--- src/rtl/uart_debug_pkg.sv ---
// Shared definitions for the UART debug master.
// Holds the command/response byte values of the serial protocol and the
// state encodings of the frame parser and the serial receiver.
package uart_debug_pkg;

    localparam logic [7:0] CMD_WRITE    = 8'h57;  // 'W'
    localparam logic [7:0] CMD_READ     = 8'h52;  // 'R'
    localparam logic [7:0] RSP_WRITE_OK = 8'h4B;  // 'K'
    localparam logic [7:0] RSP_READ_OK  = 8'h44;  // 'D'
    localparam logic [7:0] RSP_TIMEOUT  = 8'h45;  // 'E'

    typedef enum logic [2:0] {
        ST_IDLE,
        ST_ADDR,
        ST_DATA,
        ST_SETUP,
        ST_ACCESS,
        ST_RESP
    } parser_state_t;

    typedef enum logic [2:0] {
        RX_IDLE,
        RX_START,
        RX_DATA,
        RX_STOP,
        RX_BREAK
    } rx_state_t;

endpackage

--- src/rtl/uart_debug_rx.sv ---
// 8N1 serial receiver for the debug master.
// Synchronizes rx, confirms a start bit at its half-period point, samples
// eight data bits (LSB first) and the stop bit at bit centres.
// Ports:
//   clk, reset  - clock, asynchronous active-high reset
//   rx          - raw serial input, idle high
//   data        - last received byte (valid together with valid)
//   valid       - one-cycle strobe, byte received with a good stop bit
//   frame_err   - one-cycle strobe, stop bit sampled low (byte dropped)
module uart_debug_rx
    import uart_debug_pkg::*;
#(
    parameter logic [15:0] DIVISOR = 16'd9
) (
    input  logic       clk,
    input  logic       reset,
    input  logic       rx,
    output logic [7:0] data,
    output logic       valid,
    output logic       frame_err
);

    localparam int          HALF    = (int'(DIVISOR) + 1) / 2;
    localparam logic [15:0] HALF_M1 = 16'(HALF - 1);

    logic      rx_meta, rx_sync;
    rx_state_t state, state_next;
    logic [15:0] cnt;
    logic [2:0]  bit_idx;
    logic        tick;

    assign tick = (cnt == DIVISOR);

    always_ff @(posedge clk or posedge reset) begin
        if (reset) begin
            rx_meta <= 1'b1;
            rx_sync <= 1'b1;
        end else begin
            rx_meta <= rx;
            rx_sync <= rx_meta;
        end
    end

    always_ff @(posedge clk or posedge reset) begin
        if (reset) state <= RX_IDLE;
        else       state <= state_next;
    end

    always_comb begin
        state_next = state;
        case (state)
            RX_IDLE:  if (!rx_sync) state_next = RX_START;
            // A start shorter than half a bit is treated as noise.
            RX_START: if (cnt == HALF_M1) state_next = rx_sync ? RX_IDLE : RX_DATA;
            RX_DATA:  if (tick && bit_idx == 3'd7) state_next = RX_STOP;
            RX_STOP:  if (tick) state_next = rx_sync ? RX_IDLE : RX_BREAK;
            // After a framing error, wait for the line to go high again so
            // the rest of a low stop bit is not taken as a new start.
            RX_BREAK: if (rx_sync) state_next = RX_IDLE;
            default:  state_next = RX_IDLE;
        endcase
    end

    always_ff @(posedge clk or posedge reset) begin
        if (reset) begin
            cnt       <= 16'd0;
            bit_idx   <= 3'd0;
            data      <= 8'd0;
            valid     <= 1'b0;
            frame_err <= 1'b0;
        end else begin
            if (state != state_next || state == RX_IDLE || (state == RX_DATA && tick))
                cnt <= 16'd0;
            else
                cnt <= cnt + 16'd1;

            if (state == RX_START)
                bit_idx <= 3'd0;
            else if (state == RX_DATA && tick) begin
                bit_idx <= bit_idx + 3'd1;
                data    <= {rx_sync, data[7:1]};
            end

            valid     <= (state == RX_STOP) && tick && rx_sync;
            frame_err <= (state == RX_STOP) && tick && !rx_sync;
        end
    end

endmodule

--- src/rtl/uart_debug_master.sv ---
// Serial-to-APB debug bridge.
// Receives 'W' addr[4] data[4] or 'R' addr[4] command frames over an 8N1
// line, runs one APB transfer, and answers with 'K', 'D' data[4] or 'E'
// (completer did not respond within TIMEOUT access cycles).
// Ports:
//   clk, reset          - clock, asynchronous active-high reset
//   rx, tx              - serial in / serial out, both idle high
//   apb_addr/sel/enable/write/wdata - APB requester outputs
//   apb_rdata, apb_ready            - APB completer inputs
//   busy                - a command frame or its response is in progress
// APB handshake: the transfer completes in the first ACCESS cycle in which
// apb_enable & apb_ready are both high; apb_rdata is captured in that cycle
// and address/control/write data are held constant from SETUP until then.
module uart_debug_master
    import uart_debug_pkg::*;
#(
    parameter logic [15:0] DIVISOR = 16'd9,
    parameter int          TIMEOUT = 256
) (
    input  logic        clk,
    input  logic        reset,
    input  logic        rx,
    output logic        tx,
    output logic [31:0] apb_addr,
    output logic        apb_sel,
    output logic        apb_enable,
    output logic        apb_write,
    output logic [31:0] apb_wdata,
    input  logic [31:0] apb_rdata,
    input  logic        apb_ready,
    output logic        busy
);

    localparam int TW = $clog2(TIMEOUT + 1);

    logic [7:0]    rx_data;
    logic          rx_valid, rx_ferr;
    parser_state_t state, state_next;
    logic [1:0]    byte_cnt;
    logic [31:0]   rdata_q;
    logic [7:0]    resp_code;
    logic [TW-1:0] to_cnt;
    logic [15:0]   tx_cnt;
    logic [3:0]    tx_bit;
    logic [2:0]    tx_byte;
    logic [2:0]    resp_last;
    logic [7:0]    cur_byte;
    logic [9:0]    tx_frame;
    logic          cmd_hit, tx_tick, last_bit, resp_done, to_expired;

    uart_debug_rx #(.DIVISOR(DIVISOR)) u_rx (
        .clk       (clk),
        .reset     (reset),
        .rx        (rx),
        .data      (rx_data),
        .valid     (rx_valid),
        .frame_err (rx_ferr)
    );

    assign cmd_hit    = rx_valid && (rx_data == CMD_WRITE || rx_data == CMD_READ);
    assign tx_tick    = (tx_cnt == DIVISOR);
    assign last_bit   = tx_tick && (tx_bit == 4'd9);
    assign resp_last  = (resp_code == RSP_READ_OK) ? 3'd4 : 3'd0;
    assign resp_done  = last_bit && (tx_byte == resp_last);
    assign to_expired = (to_cnt == TW'(TIMEOUT - 1));

    always_ff @(posedge clk or posedge reset) begin
        if (reset) state <= ST_IDLE;
        else       state <= state_next;
    end

    always_comb begin
        state_next = state;
        case (state)
            ST_IDLE:   if (cmd_hit) state_next = ST_ADDR;
            ST_ADDR: begin
                if (rx_ferr) state_next = ST_IDLE;
                else if (rx_valid && byte_cnt == 2'd3)
                    state_next = apb_write ? ST_DATA : ST_SETUP;
            end
            ST_DATA: begin
                if (rx_ferr) state_next = ST_IDLE;
                else if (rx_valid && byte_cnt == 2'd3) state_next = ST_SETUP;
            end
            ST_SETUP:  state_next = ST_ACCESS;
            // Ready on the final allowed cycle still counts as success.
            ST_ACCESS: if (apb_ready || to_expired) state_next = ST_RESP;
            ST_RESP:   if (resp_done) state_next = ST_IDLE;
            default:   state_next = ST_IDLE;
        endcase
    end

    always_comb begin
        case (tx_byte)
            3'd0:    cur_byte = resp_code;
            3'd1:    cur_byte = rdata_q[7:0];
            3'd2:    cur_byte = rdata_q[15:8];
            3'd3:    cur_byte = rdata_q[23:16];
            default: cur_byte = rdata_q[31:24];
        endcase
    end

    // Start bit at index 0, data LSB first, stop bit at index 9.
    assign tx_frame   = {1'b1, cur_byte, 1'b0};
    assign tx         = (state == ST_RESP) ? tx_frame[tx_bit] : 1'b1;
    assign apb_sel    = (state == ST_SETUP) || (state == ST_ACCESS);
    assign apb_enable = (state == ST_ACCESS);
    assign busy       = (state != ST_IDLE) || cmd_hit;

    always_ff @(posedge clk or posedge reset) begin
        if (reset) begin
            apb_addr  <= 32'd0;
            apb_wdata <= 32'd0;
            apb_write <= 1'b0;
            byte_cnt  <= 2'd0;
            rdata_q   <= 32'd0;
            resp_code <= 8'd0;
            to_cnt    <= '0;
            tx_cnt    <= 16'd0;
            tx_bit    <= 4'd0;
            tx_byte   <= 3'd0;
        end else begin
            case (state)
                ST_IDLE: begin
                    if (cmd_hit) begin
                        apb_write <= (rx_data == CMD_WRITE);
                        byte_cnt  <= 2'd0;
                    end
                end
                // Little-endian: each new byte shifts in from the top.
                ST_ADDR: begin
                    if (rx_valid) begin
                        apb_addr <= {rx_data, apb_addr[31:8]};
                        byte_cnt <= byte_cnt + 2'd1;
                    end
                end
                ST_DATA: begin
                    if (rx_valid) begin
                        apb_wdata <= {rx_data, apb_wdata[31:8]};
                        byte_cnt  <= byte_cnt + 2'd1;
                    end
                end
                ST_SETUP: to_cnt <= '0;
                ST_ACCESS: begin
                    to_cnt  <= to_cnt + 1'b1;
                    tx_cnt  <= 16'd0;
                    tx_bit  <= 4'd0;
                    tx_byte <= 3'd0;
                    if (apb_ready) begin
                        rdata_q   <= apb_rdata;
                        resp_code <= apb_write ? RSP_WRITE_OK : RSP_READ_OK;
                    end else if (to_expired) begin
                        resp_code <= RSP_TIMEOUT;
                    end
                end
                ST_RESP: begin
                    tx_cnt <= tx_tick ? 16'd0 : tx_cnt + 16'd1;
                    if (tx_tick) tx_bit <= (tx_bit == 4'd9) ? 4'd0 : tx_bit + 4'd1;
                    if (last_bit) tx_byte <= tx_byte + 3'd1;
                end
                default: ;
            endcase
        end
    end

endmodule

--- config.mk ---
export PLATFORM = sky130hd
export DESIGN_NAME = uart_debug_master
export DESIGN_NICKNAME = d
export VERILOG_FILES = /design/src/rtl/uart_debug_pkg.sv /design/src/rtl/uart_debug_rx.sv /design/src/rtl/uart_debug_master.sv
export SDC_FILE = /design/constraint.sdc
export NUM_CORES = 1
export LEC_CHECK = 0
export BUFFER_PORTS_ARGS = -buffer_cell sky130_fd_sc_hd__buf_2
export CAP_MARGIN = 20
export CORE_UTILIZATION = 55
export DETAILED_ROUTE_END_ITERATION = 16
export GPL_ROUTABILITY_DRIVEN = 1
export HOLD_SLACK_MARGIN = 0.03
export PLACE_DENSITY = 0.85
export SLEW_MARGIN = 20
export SYNTH_ARGS = -nofsm -noshare
export SYNTH_HDL_FRONTEND = slang
export SYNTH_SLANG_ARGS = --single-unit
--- constraint.sdc ---
create_clock -name clk -period 18 [get_ports clk]
set_clock_uncertainty 0.15 [all_clocks]
set_input_delay 5.4 -clock clk [delete_from_list [all_inputs] [get_ports clk]]
set_output_delay 5.4 -clock clk [all_outputs]
set_load 0.02 [all_outputs]
**After elaboration in Yosys (flattened, before gate mapping)**

Cells that the tools add are included.
W data, S select, Z words.

- $add $sub $neg: 7
- $lt $le $gt $ge: 1
- Eq/ne operators: 32
- Mux-type cells: 39
- Bitwise operators: 1
- Reduce and logical (&&, ||, !) cells: 36

Operators by type and width:

| operator | count |
|---|---|
| $mux W3 | 17 |
| $add A16 B1 Y16 const B | 2 |
| $eq A16 B4 Y1 const B | 2 |
| $mux W16 | 2 |
| $pmux W16 S2 | 1 |
| $pmux W8 S4 | 1 |
| $eq A8 B7 Y1 const B | 3 |
| $eq A3 B2 Y1 const B | 6 |
| $pmux W3 S6 | 1 |
| $pmux W9 S2 | 1 |
| $eq A16 B3 Y1 const B | 1 |
| $mux W8 | 2 |
| $reduce_and A2 Y1 | 8 |
| $pmux W3 S5 | 1 |
| $eq A3 B3 Y1 const B | 4 |
| $mux W4 | 3 |
| $reduce_bool A2 Y1 | 5 |
| $add A9 B1 Y9 const B | 1 |
| $eq A3 B1 Y1 const B | 3 |
| $eq A9 B8 Y1 const B | 1 |
| $logic_and A1 B1 Y1 | 9 |
| $logic_not A3 Y1 | 3 |
| $ne A2 B2 Y1 const B | 4 |
| $pmux W4 S2 | 1 |
| other kinds (22) | 34 |

- Flip-flop bits (word level): 176
- Input bits: 36
- Word-level logic and storage cells: 135

**Depth between registers and ports, before layout**

- Word-level depth: 8
- Gate-level depth with buffers: 9
- Gate-level depth less buffers: 9

**Hierarchy**

A second synthesis with hierarchy kept.

- Cells, all modules: 671
- Area total of the unflattened synthesis: 8018.9 um^2

By module, submodules not included:

| module | times used | cells each | area an instance (um^2) | sequential area each (um^2) |
|---|---|---|---|---|
| uart_debug_master | 1 | 518 | 6317.3 | 3453.3 |
| uart_debug_rx | 1 | 153 | 1701.6 | 853.3 |

**Worst setup path before layout**

OpenSTA, ideal clock, no wires.

- Path type: register -> output
- Start point: register tx_byte[1]
- End point: output port tx
- Arrival time: 2422 ps
- Data required time: 12450 ps
- Path slack: 10028 ps
- Stages on the path, launching flop included: 9
- Buffers on the path: 1
- Path through: dfrtp_1 inv_1 ha_1 or3_4 a21o_1 buf_6 a211oi_1 a211oi_1 o41ai_1

- Longest elaborated chain between the ends: 5

Ends and longest elaborated chain:

| what | RTL line | source |
|---|---|---|
| start, declared | uart_debug_master.sv:45 | `logic [2:0] tx_byte;` |
| start signal, assigned | uart_debug_master.sv:159 | `if (last_bit) tx_byte <= tx_byte + 3'd1;` |
| $eq A3 B2 Y1 (tied with other cells) | uart_debug_master.sv:94 | `case (tx_byte)` |
| $pmux W8 S4 (*) | uart_debug_master.sv:94 |  |
| $bmux W1 S4 (*) | uart_debug_master.sv:105 | `assign tx = (state == ST_RESP) ? tx_frame[tx_bit] : 1'b1;` |
| $mux W1 (not written as such) (*) | uart_debug_master.sv:105 |  |
| $mux W1 (*) | uart_debug_master.sv:105 |  |
| end, declared | uart_debug_master.sv:23 | `output logic tx,` |

Mark *: on every way between the ends. The rest lies on a longest branch, timed or not. The select of a mux whose other input is x is not followed.

**Final worst setup path**

- Start point: register tx_byte[0]
- End point: output port tx

Same word-level chain as after synthesis.

==> impl_metrics.py <==
metrics = {
    "outcome": {
        "status": "finished clean",
    },
    "clock_network": {
        "cts_resized": 0,
        "htreeDepth": 4,
        "cts_buffers": 17,
        "cts_hold_buf": 0,
        "cts.path.max_buffers": 2,
        "clk_latency_ps": 420,
        "cts_setup_buffers": 0,
        "clock-sinks": 172,
        "cts-root-buf": "clkbuf_16",
        "cts_tree": "yes",
        "clk_pin_slew_worst_paths_ps": 70,
    },
    "yosys": {
        "synth.largest_area_cell": "dfrtp_1",
        "yosysTopAreaCellShare": 0.541,
        "syn_avg_cell_area_um2": 12.0,
        "syn_area_um2": 7860,
        "yosysSeqAreaShare": 0.548,
        "synth-seq-cells": 172,
        "synthCells": 655,
        "synth.net_count": 708,
        "synth_edf_count": 0,
        "yosys_most_used_dff": "dfrtp_1",
        "synth-async-reset-ratio": 1.00,
        "yosys.cell_types.count": 66,
        "ys_top_cells_by_area": "dfrtp_1 54%, mux2_2 13%, ha_1 2.7%",
        "synth_warnings": 0,
    },
    "timing": {
        "max_slew_margin": 0.402,
        "setup_violations": 0,
        "tightest_slew_ps": 897,
        "max_freq_ghz": 0.115,
        "rsz0062_at_grt": "false",
        "finalHoldViolCount": 0,
        "fin_crit_sh": 0.485,
        "maxSlewViolCount": 0,
        "fin_setup_tns_ps": 0,
        "period_minus_slack_ps": 8730,
    },
    "route": {
        "dr.pass1.iters": 5,
        "drtIter0Drc": 534,
        "wirelength_mm": 16.3,
        "drc": 0,
        "postRouteAntennaNets": 0,
        "vias": 5547,
        "wire_per_inst_um": 17.2,
        "vias_per_cell": 5.86,
    },
    "finish": {
        "final_cell_mix": "170 x dfrtp_1, 104 x buf_2, 93 x mux2_2",
        "final_cells": 947,
        "final_util": 0.652,
        "antenna_cells": 0,
        "layout_commonest_cell": "dfrtp_1",
        "stdcell_area_um2": 9090,
        "drive_gt1_frac": 0.334,
        "syn_to_final_growth_pct": 15.6,
        "nets": 807,
    },
    "setup_path": {
        "critPathMostFrequentCell": "a2111oi_0",
        "crit_slowest_cell": "a2111oi_0",
        "cp.arrival_ps": 3180,
        "startpoint_type": "flop",
        "crit_family": "compound AO/OA/AOI/OAI gates",
        "crit_path_max_fanout": 12,
        "slowest_delay_ps": 540,
        "criticalPathCategory": "reg -> out",
        "required_ps": 12450,
        "crit_chain": "inv_1, ha_1, or3_4, a21o_1, a2111oi_0, a2111oi_0, o41ai_1, buf_2",
        "endpoint_kind": "output port",
        "path_buf_inv": 2,
    },
    "power_and_ir_drop": {
        "power_density_nw_per_um2": 89.1,
        "netSwitchingPower_mw": 0.201,
        "power_frac_seq": 0.501,
        "intPower_mw": 0.609,
        "power.share.clock": 0.437,
        "leakagePower_nw": 4.60,
        "irDropWorstVdd_mv": 0.0910,
        "p_sw_frac": 0.248,
        "pwr-share-comb": 0.061,
    },
    "die": {
        "die_w_um": 122,
        "dieArea_um2": 14800,
        "die_y_um": 122,
        "rows": 43,
        "start_util": 0.564,
        "core_area_um2": 13900,
        "ios": 105,
    },
    "place": {
        "gp_congestion": 0.881,
        "placed_area_um2": 8510,
        "io_buffers": 104,
        "dp.final_hpwl_mm": 11.1,
        "dp_cells": 915,
    },
    "hold_path": {
        "hp-class": "reg -> reg",
    },
    "global_routing": {
        "grt_max_degree": 100,
        "grt_antenna_before_repair": 0,
        "grt_pass1_vias": 5556,
        "grtUsageTotal": 0.235,
        "grt_pass1_wl_mm": 27.0,
        "grt_overflow_total": 0,
    },
    "flow_run": {
        "cap_violations": 0,
    },
}
[cell type report]
| type | instances | area [um^2] |
|---|---|---|
| multi-input cells | 431 | 3340 |
| inverters | 24 | 95.1 |
| flip-flops and latches | 172 | 4310 |
| repair buffers | 108 | 551 |
| clock inverters | 13 | 133 |
| fillers | 966 | 4840 |
| well taps | 180 | 225 |
| clock buffers | 19 | 443 |
[layer usage]
metal,GRT usage,part of all wire,vias up
li1,-,-,2576
met1,0.298,0.43,2754
met2,0.384,0.50,176
met3,0.0641,0.055,41
met4,0.0880,0.019,0
met5,0,0,-
[power by group through the flow]
stage	registers, mW	logic (mW)	clock network [mW]
2_1_floorplan	0.408	0.0391	0
3_3_place_gp	0.412	0.0466	0
3_5_place_dp	0.413	0.0500	0
4_1_cts	0.406	0.0503	0.358
5_1_grt	0.407	0.0578	0.376
6_report	0.406	0.0497	0.354
[worst register-to-register path, delay by kind of cell, from the launching register on]
family / cells / cell delay, ps
buffers and inverters: 1 / 380
DFF: 1 / 630
muxes: 1 / 410
and+or+nand+nor: 2 / 910
[flip-flops by register name, indices dropped and copies added (netlist names)]
| name | flops |
|---|---|
| u_rx.rx_meta | 1 |
| u_rx.cnt | 16 |
| u_rx.frame_err | 1 |
| state | 3 |
| apb_wdata | 32 |
| tx_cnt | 16 |
| tx_byte | 3 |
| tx_bit | 4 |
| apb_write | 1 |
| byte_cnt | 2 |
| u_rx.state | 3 |
| u_rx.valid | 1 |
| u_rx.bit_idx | 3 |
| apb_addr | 32 |
| u_rx.rx_sync | 1 |
| u_rx.data | 8 |
| rdata_q | 32 |
| resp_code | 4 |
| to_cnt | 9 |
[kinds of logic after synthesis]
| family | Yosys count | synth area share |
|---|---|---|
| flops | 172 | 0.548 |
| xor+xnor | 23 | 0.0256 |
| simple gates | 182 | 0.127 |
| compound gates | 104 | 0.0896 |
| buf+inv | 52 | 0.0288 |
| mux | 105 | 0.154 |
| fa+ha+maj | 17 | 0.0271 |
[Yosys cell counts, drive strengths merged (3+ instances only)]
master	instances
nand4	10
o21a	5
mux2	103
ha	17
nor4	8
inv	24
nand2b	3
o31ai	4
clkbuf	11
nor3	11
or2	3
and3b	4
nand2	46
nand3	20
nor2b	4
xor2	14
a211oi	8
nor2	41
buf	17
a222oi	6
o2bb2ai	6
o21ai	37
a21oi	11
and3	12
dfrtp	170
xnor2	9
or4	3
a22oi	4
[metrics by stage]
stage / hold slack [ps] / setup slack (ps) / power [mW]
after floorplan: 195 / 7790 / 0.448
after global placement: 198 / 10060 / 0.458
after detailed placement: 200 / 9770 / 0.463
after CTS: 210 / 9300 / 0.814
after global routing: 210 / 9170 / 0.842
final: 206 / 9270 / 0.810
[worst paths after layout]
path,startpoint,end,slack (ps),depth (start not counted)
setup / recovery,tx_byte[0]$_DFFE_PP0P_,tx,9270,8
hold reg to reg,u_rx.rx_meta$_DFF_PP1_,u_rx.rx_sync$_DFF_PP1_,210,0
max in group asynchronous,reset,rdata_q[29]$_DFFE_PP0P_,11270,3
setup reg to reg,state[2]$_DFFE_PP0P_,rdata_q[20]$_DFFE_PP0P_,15400,4
min in group asynchronous,reset,apb_addr[0]$_DFFE_PP0P_,5000,2
hold / removal,u_rx.rx_meta$_DFF_PP1_,u_rx.rx_sync$_DFF_PP1_,210,0
No activity file was read; power rests on OpenSTA's default activity.
